## config.mk

```make
export PLATFORM = sky130hd
export DESIGN_NAME = gals_producer
export DESIGN_NICKNAME = d
export VERILOG_FILES = /design/src/rtl/gals_producer.sv
export SDC_FILE = /design/constraint.sdc
export NUM_CORES = 1
export LEC_CHECK = 0
export CORE_ASPECT_RATIO = 1.5
export CORE_MARGIN = 1
export CORE_UTILIZATION = 52
export CTS_BUF_LIST = sky130_fd_sc_hd__clkbuf_16
export DETAILED_ROUTE_END_ITERATION = 8
export PLACE_DENSITY_LB_ADDON = 0.12
export SETUP_SLACK_MARGIN = 0.5
export SLEW_MARGIN = 10
export SYNTH_ARGS = -nofsm -noshare
export SYNTH_HDL_FRONTEND = slang
export SYNTH_SLANG_ARGS = --single-unit
```

## constraint.sdc

```tcl
create_clock -name clock_1 -period 2.7 [get_ports clock_1]
set_input_delay 0.54 -clock clock_1 [delete_from_list [all_inputs] [get_ports clock_1]]
set_output_delay 0.54 -clock clock_1 [all_outputs]
set_load 0.05 [all_outputs]
```

## src/rtl/gals_producer.sv

```systemverilog
// Producer side of the GALS path: emits 16-bit words on clock_1 into a dual-clock
// buffer, throttled by a synchronized full flag. Define PRODUCER_LFSR_EN for LFSR data.
module gals_producer #(
  parameter int unsigned HOLD_CYCLES = 3
) (
  input  logic        clock_1,
  input  logic        reset,
  input  logic        start,
  input  logic        stop,
  input  logic [7:0]  burst_len,
  input  logic [15:0] seed,
  input  logic        buffer_full,
  output logic        data_1_en,
  output logic [15:0] data_1,
  output logic        busy,
  output logic        done,
  output logic        stall,
  output logic [15:0] words_sent
);

  localparam int unsigned HW = (HOLD_CYCLES > 1) ? $clog2(HOLD_CYCLES) : 1;

  typedef enum logic [1:0] {S_IDLE, S_SEND, S_HOLD, S_DONE} state_t;

  state_t      r_state, w_state_nx;
  logic        r_sync1, r_full_s;
  logic [15:0] r_data_next, w_data_next_nx;
  logic [7:0]  r_remaining, w_remaining_nx;
  logic [HW-1:0] r_hold_cnt, w_hold_cnt_nx;
  logic        w_en_nx, w_busy_nx, w_done_nx, w_stall_nx;
  logic [15:0] w_data_1_nx, w_words_nx;

  function automatic logic [15:0] f_load(input logic [15:0] s);
`ifdef PRODUCER_LFSR_EN
    // an all-zero LFSR state never leaves zero
    return (s == 16'h0000) ? 16'h0001 : s;
`else
    return s;
`endif
  endfunction

  function automatic logic [15:0] f_advance(input logic [15:0] d);
`ifdef PRODUCER_LFSR_EN
    return {d[14:0], d[15] ^ d[13] ^ d[12] ^ d[10]};
`else
    return d + 16'd1;
`endif
  endfunction

  always_ff @(posedge clock_1 or posedge reset) begin
    if (reset) begin
      r_sync1  <= 1'b0;
      r_full_s <= 1'b0;
    end else begin
      r_sync1  <= buffer_full;
      r_full_s <= r_sync1;
    end
  end

  always_ff @(posedge clock_1 or posedge reset) begin
    if (reset) begin
      r_state     <= S_IDLE;
      r_data_next <= '0;
      r_remaining <= '0;
      r_hold_cnt  <= '0;
      data_1_en   <= 1'b0;
      data_1      <= '0;
      busy        <= 1'b0;
      done        <= 1'b0;
      stall       <= 1'b0;
      words_sent  <= '0;
    end else begin
      r_state     <= w_state_nx;
      r_data_next <= w_data_next_nx;
      r_remaining <= w_remaining_nx;
      r_hold_cnt  <= w_hold_cnt_nx;
      data_1_en   <= w_en_nx;
      data_1      <= w_data_1_nx;
      busy        <= w_busy_nx;
      done        <= w_done_nx;
      stall       <= w_stall_nx;
      words_sent  <= w_words_nx;
    end
  end

  // remaining==0 while in SEND only occurs for a continuous (burst_len=0) run
  always_comb begin
    w_state_nx     = r_state;
    w_data_next_nx = r_data_next;
    w_remaining_nx = r_remaining;
    w_hold_cnt_nx  = r_hold_cnt;
    w_en_nx        = 1'b0;
    w_data_1_nx    = data_1;
    w_done_nx      = 1'b0;
    w_stall_nx     = 1'b0;
    w_words_nx     = words_sent;
    case (r_state)
      S_IDLE: begin
        if (start && !stop) begin
          w_data_next_nx = f_load(seed);
          w_remaining_nx = burst_len;
          w_words_nx     = '0;
          w_state_nx     = S_SEND;
        end
      end
      S_SEND: begin
        if (stop) begin
          w_state_nx = S_IDLE;
        end else if (r_full_s) begin
          w_stall_nx = 1'b1;
        end else begin
          w_en_nx        = 1'b1;
          w_data_1_nx    = r_data_next;
          w_words_nx     = words_sent + 16'd1;
          w_data_next_nx = f_advance(r_data_next);
          if (r_remaining != 8'd0) w_remaining_nx = r_remaining - 8'd1;
          if (r_remaining == 8'd1) begin
            w_state_nx = S_DONE;
          end else if (HOLD_CYCLES > 0) begin
            w_state_nx    = S_HOLD;
            w_hold_cnt_nx = HW'(HOLD_CYCLES - 1);
          end
        end
      end
      S_HOLD: begin
        if (stop) begin
          w_state_nx = S_IDLE;
        end else if (r_hold_cnt == '0) begin
          w_state_nx = S_SEND;
        end else begin
          w_hold_cnt_nx = r_hold_cnt - 1'b1;
        end
      end
      S_DONE: begin
        w_state_nx = S_IDLE;
        if (!stop) w_done_nx = 1'b1;
      end
      default: w_state_nx = S_IDLE;
    endcase
    w_busy_nx = (w_state_nx != S_IDLE);
  end

endmodule

```

# Yosys cells after proc, flatten, opt, wreduce, memory -nomap -nowiden
# Cells that the tools add are included.
op_classes:
  add_sub_neg: 4
  eq_ne: 11
  mux: 34
  bitwise_logic: 2
  n_reduce_logical: 12
op_table:
  columns: ["op", "count"]
  rows:
  - ["2-to-1 mux 16 bit", 6]
  - ["one-hot mux 16 bit (2 select lines)", 2]
  - ["adder 16 x 1 -> 16 bit, second input constant", 2]
  - ["2-to-1 mux 8 bit", 4]
  - ["2-to-1 mux 2 bit", 10]
  - ["one-hot mux 8 bit (2 select lines)", 1]
  - ["inequality test 2 bit, second input constant", 7]
  - ["2-to-1 mux 1 bit", 9]
  - ["== test 8 x 1 -> 1 bit, second input constant", 1]
  - ["one-hot mux 2 bit (4 select lines)", 1]
  - ["nonzero test 8 bit", 1]
  - ["subtractor 8 x 1 -> 8 bit, second input constant", 1]
  - ["AND reduction 6 bit", 1]
  - ["nonzero test 2 bit", 3]
  - ["AND reduction 5 bit", 1]
  - ["== test 2 bit, second input constant", 2]
  - ["logical NOT 2 bit", 2]
  - ["one-hot mux 2 bit (2 select lines)", 1]
  - ["AND reduction 4 bit", 1]
  - ["AND reduction 3 bit", 1]
  - ["== test 2 x 1 -> 1 bit, second input constant", 1]
  - ["inverter 1 bit", 2]
  - ["subtractor 2 x 1 -> 2 bit, second input constant", 1]
  - ["logical AND 1 bit", 1]
  - ["logical NOT 1 bit", 1]
word_totals:
  ff_bits: 66
  in_bits: 29
  output_inout_bits: 36
  elab_cells: 75

# Longest topological paths before layout
depth:
  ltp_word: 6
  depth_mapped: 7

# Least setup slack after synthesis
# Ideal clock, no wire load.
synth_timing:
  kind: "input -> register"
  start: "input port stop"
  end: "register words_sent[7]"
  setup_time_ns: 0.120
  arrival_time_ns: 1.734
  required_ns: 2.580
  path_slack_ns: 0.846
  path_stages: 6
  path_buffers: 2
  path_cell_list: "buf_2 or4b_1 buf_2 nand2_1 a31oi_1 a41o_1"
synth_between:
  elab_chain_cells: 4
  elab_cells_between_ends: 5
  cone_classes: "eq/ne: 2; reduce/logical: 3"
synth_rtl:
  columns: ["item", "line", "rtl"]
  rows:
  - ["from (decl)", "9", "input logic stop,"]
  - ["logical NOT 1 bit", null, null]
  - ["logical AND 1 bit", "99", "if (start && !stop) begin"]
  - ["inequality test 2 bit (no source line)", null, null]
  - ["AND reduction 4 bit (no source line) (*)", null, null]
  - ["to (signal assigned)", "82", "words_sent <= w_words_nx;"]
  - ["to (decl)", "18", "output logic [15:0] words_sent"]
# Every way passes the cells marked *; elsewhere a longest branch is shown, timed or not.
# A chain may end at the register's enable or synchronous reset.

# Final worst setup path
layout_timing:
  start: "register words_sent[5]"
  end: "output port words_sent[5]"
# No word-level cell between the ends.

==> run_summary.xml <==
<?xml version="1.0" encoding="UTF-8"?>
<metrics>
  <group name="outcome">
    <metric name="status" unit="">completed</metric>
  </group>
  <group name="yosys">
    <metric name="mappedNetlistArea" unit="um^2">3440</metric>
    <metric name="synthArstFlopShare" unit="%">100</metric>
    <metric name="postSynthRegisterBits" unit="">66</metric>
    <metric name="yosysUniqueCellTypes" unit="">60</metric>
    <metric name="synthCells" unit="">341</metric>
    <metric name="synth_compound_gate_area_share" unit="%">16.2</metric>
    <metric name="area_share_of_the_largest_cell_type_after_synthesis" unit="%">48.0</metric>
    <metric name="ys.flop_type" unit="">sky130_fd_sc_hd__dfrtp_1</metric>
    <metric name="mux_contribution_to_synthesized_area" unit="%">7.89</metric>
    <metric name="synthesis.area_per_instance" unit="um^2">10.1</metric>
    <metric name="netlist_top_cells_area" unit="">sky130_fd_sc_hd__dfrtp_1 48%, sky130_fd_sc_hd__mux2_2 5.2%, sky130_fd_sc_hd__a21oi_1 3.8%</metric>
    <metric name="count_of_flip_flops_with_a_built_in_enable_after_synthesis" unit="">0</metric>
    <metric name="synthAdderAreaFrac" unit="%">1.82</metric>
    <metric name="post_synth_xor_area_fraction" unit="%">0.764</metric>
    <metric name="synth_simple_gate_area_share" unit="%">21.5</metric>
    <metric name="synth_nets" unit="">375</metric>
    <metric name="yosysWarningCount" unit="">0</metric>
    <metric name="synth_top_family_by_area" unit="">simple AND/OR/NAND/NOR gates</metric>
    <metric name="yosysTopAreaCell" unit="">sky130_fd_sc_hd__dfrtp_1</metric>
    <metric name="seq_area_frac_synth" unit="%">48.0</metric>
  </group>
  <group name="cells_and_area">
    <metric name="syn_to_final_growth" unit="%">32.2</metric>
    <metric name="antenna_cells_inserted" unit="">0</metric>
    <metric name="finish.net_count" unit="">438</metric>
    <metric name="layout.cells.most_common" unit="">sky130_fd_sc_hd__dfrtp_1</metric>
    <metric name="layout-drive-gt1-share" unit="%">14.9</metric>
    <metric name="top_library_cells_by_usage_in_the_layout_fill_and_taps_aside" unit="">66 x sky130_fd_sc_hd__dfrtp_1, 60 x sky130_fd_sc_hd__clkdlybuf4s50_1, 26 x sky130_fd_sc_hd__a21oi_1, 22 x sky130_fd_sc_hd__nor2_1, 22 x sky130_fd_sc_hd__o21ai_0</metric>
  </group>
  <group name="timing">
    <metric name="fin_crit" unit="ns">2.15</metric>
    <metric name="achievable-frequency" unit="GHz">0.465</metric>
    <metric name="setup_tns" unit="ns">0</metric>
    <metric name="finalClockSkew" unit="ns">0.00642</metric>
    <metric name="rsz0062_at_grt" unit="">yes</metric>
    <metric name="report.final.setup_viol" unit="">0</metric>
    <metric name="final.period_utilization" unit="%">79.6</metric>
    <metric name="actual_transition_at_the_worst_max_transition_pin" unit="ns">0.782</metric>
    <metric name="hold-worst-slack" unit="ns">0.351</metric>
    <metric name="timing.slew.headroom" unit="%">47.4</metric>
    <metric name="finalHoldViolCount" unit="">0</metric>
    <metric name="report.final.slew_viol_count" unit="">0</metric>
  </group>
  <group name="detailed_routing">
    <metric name="routed_wl" unit="um">8050</metric>
    <metric name="initialDrtViolationCount" unit="">228</metric>
    <metric name="antenna_left" unit="">0</metric>
    <metric name="wire_per_inst" unit="um">16.7</metric>
    <metric name="remaining_drc_errors" unit="">0</metric>
    <metric name="first_pass_iters" unit="">4</metric>
    <metric name="viasPerCell" unit="">6.07</metric>
    <metric name="vias" unit="">2932</metric>
  </group>
  <group name="global_routing">
    <metric name="grt_max_degree" unit="">67</metric>
    <metric name="grt_first_pass_wirelength" unit="um">13500</metric>
    <metric name="grt_use_total" unit="%">26.2</metric>
    <metric name="first_global_vias" unit="">2961</metric>
    <metric name="overflow" unit="">0</metric>
    <metric name="grt_antenna_before_repair" unit="">0</metric>
  </group>
  <group name="placed_design">
    <metric name="detailed_place_hpwl" unit="um">5450</metric>
    <metric name="placement.io_buffers" unit="">64</metric>
    <metric name="routabilityCongestion" unit="">0.803</metric>
  </group>
  <group name="clock_tree">
    <metric name="clkTransAtPathRegs" unit="ns">0.05</metric>
    <metric name="number_of_clock_sinks_seen_by_cts" unit="">66</metric>
    <metric name="tritoncts.num_buffers" unit="">9</metric>
    <metric name="htree_levels" unit="">3</metric>
    <metric name="cts-resized-gates" unit="">0</metric>
    <metric name="cts_hold_bufs" unit="">0</metric>
    <metric name="clkLatencyLatePin" unit="ns">0.34</metric>
    <metric name="clock_tree_from_tritoncts" unit="">built</metric>
    <metric name="clockBufferDepth" unit="">2</metric>
    <metric name="cell_chosen_for_the_clock_root" unit="">sky130_fd_sc_hd__clkbuf_16</metric>
    <metric name="post-cts-setup-buffer-count" unit="">0</metric>
  </group>
  <group name="power">
    <metric name="power_per_cell_area" unit="nW/um^2">917</metric>
    <metric name="p_comb_share" unit="%">31.1</metric>
    <metric name="power.static_leakage" unit="nW">2.00</metric>
    <metric name="power.clock.fraction" unit="%">34.4</metric>
    <metric name="p_seq_share" unit="%">34.5</metric>
    <metric name="power_switching_share" unit="%">34.6</metric>
    <metric name="switching_power" unit="W">0.00144</metric>
    <metric name="total_power" unit="W">0.00417</metric>
    <metric name="max-vdd-ir-drop" unit="mV">0.731</metric>
    <metric name="internal-power" unit="W">0.00273</metric>
  </group>
  <group name="job">
    <metric name="max_cap_viol" unit="">0</metric>
  </group>
  <group name="worst_setup_path">
    <metric name="critical_path.startpoint_type" unit="">flop</metric>
    <metric name="crit_path_top_delay_cell" unit="">sky130_fd_sc_hd__clkdlybuf4s50_1</metric>
    <metric name="worstReg2RegStart" unit="">r_remaining[0]</metric>
    <metric name="worst-r2r-cell-count" unit="">6</metric>
    <metric name="reg2reg_slack" unit="ns">0.61</metric>
    <metric name="worst-path-buf-inv" unit="">1</metric>
    <metric name="largest_delay_share_family_worst_path" unit="">buffers and inverters</metric>
    <metric name="critical-path-max-stage-delay" unit="ns">0.84</metric>
    <metric name="crit_arrival" unit="ns">1.61</metric>
    <metric name="worst_endpoint_required_time" unit="ns">2.16</metric>
    <metric name="crit_type" unit="">flop to output pin</metric>
    <metric name="path_max_fanout" unit="">5</metric>
    <metric name="critical_r2r_capture" unit="">r_remaining[1]</metric>
    <metric name="critical_path_sink_type" unit="">output pin</metric>
    <metric name="cells_traversed_along_the_worst_timing_path" unit="">clkdlybuf4s50_1</metric>
  </group>
  <group name="worst_hold_path">
    <metric name="hp-class" unit="">flop to flop</metric>
    <metric name="worst_hold_startpoint" unit="">r_sync1</metric>
    <metric name="whs_endpoint" unit="">r_full_s</metric>
    <metric name="hold_depth" unit="">0</metric>
  </group>
  <group name="floorplanning">
    <metric name="die_w" unit="um">68.4</metric>
    <metric name="io_pins" unit="">65</metric>
    <metric name="placeableCoreArea" unit="um^2">6260</metric>
    <metric name="initial_utilization" unit="%">54.9</metric>
    <metric name="floorplan.die_area" unit="um^2">6950</metric>
    <metric name="die_y" unit="um">102</metric>
    <metric name="std_cell_rows" unit="">35</metric>
  </group>
</metrics>
## routing by layer
metal / vias up / wire length, um / track usage [%]
li1: 1398 / - / -
met1: 1421 / 3280 / 30.9
met2: 101 / 4210 / 44.2
met3: 12 / 426 / 6.19
met4: 0 / 136 / 11.7
met5: - / 0 / 0
## cells in the mapped netlist (all sizes together) (2+ instances only)
cell     instances
dfrtp           66
a21oi           28
nor2            23
o21ai           23
nand2           22
mux2            17
buf             15
nand3           13
and3             9
inv              9
mux2i            8
or4              8
and4             7
clkbuf           7
nand4            7
nor3             6
o31ai            6
ha               5
nand2b           5
o22a             5
a31oi            4
and2             4
or3b             4
a22oi            3
nor3b            3
nor4             3
nor4b            3
xor2             3
a211oi           2
nor2b            2
o211ai           2
o22ai            2
o2bb2ai          2
or3              2
## worst max-delay path by stage
| stage | end | cells after the start | slack [ns] | startpoint |
|---|---|---|---|---|
| global placement | r_data_next[15] | 6 | 0.33 | start |
| finish | words_sent[5] | 1 | 0.55 | words_sent[5] |
| detailed placement | r_data_next[15] | 6 | 0.31 | start |
| CTS | words_sent[6] | 1 | 0.51 | words_sent[6] |
| global route | r_remaining[1] | 6 | 0.48 | r_remaining[0] |
| floorplan | busy | 1 | 0.51 | reset |
## kinds of logic after synthesis
group / Yosys count
AND/OR/NAND/NOR: 124
AO/OA/AOI/OAI: 87
flip-flops: 66
buffers and inverters: 31
multiplexers: 25
adder cells (fa/ha/maj): 5
XOR/XNOR: 3
## power groups by stage
stage / Sequential, W / Combinational (W) / Clock (W)
global route: 0.00148 / 0.00139 / 0.00149
finish: 0.00144 / 0.00130 / 0.00143
floorplan: 0.00184 / 0.000466 / 0
CTS: 0.00144 / 0.00131 / 0.00145
detailed placement: 0.00145 / 0.00130 / 0
global placement: 0.00145 / 0.00128 / 0
## metrics by stage
stage	utilization, %	area, um^2	setup WS, ns	cells
after CTS	72.4	4530	0.511	483
after global routing	72.6	4550	0.480	483
after detailed placement	66.6	4170	0.309	467
after global placement	66.6	4170	0.331	467
after floorplan	-	3440	0.505	341
final	72.6	4550	0.550	483
## registers in the layout (all words and copies together), names as in the netlist, 2 cells and up
name	cells
data_1	16
r_data_next	16
words_sent	16
r_remaining	8
r_hold_cnt	2
r_state	2
## cell type report
| cell class | instances | area, um^2 |
|---|---|---|
| multi-input cells | 244 | 1670 |
| repair buffers | 74 | 738 |
| clock inverters | 7 | 141 |
| fillers | 473 | 1710 |
| clock buffers | 9 | 225 |
| well taps | 74 | 92.6 |
| flip-flops and latches | 66 | 1650 |
| inverters | 9 | 33.8 |
Power figures use the tool's default switching activity.
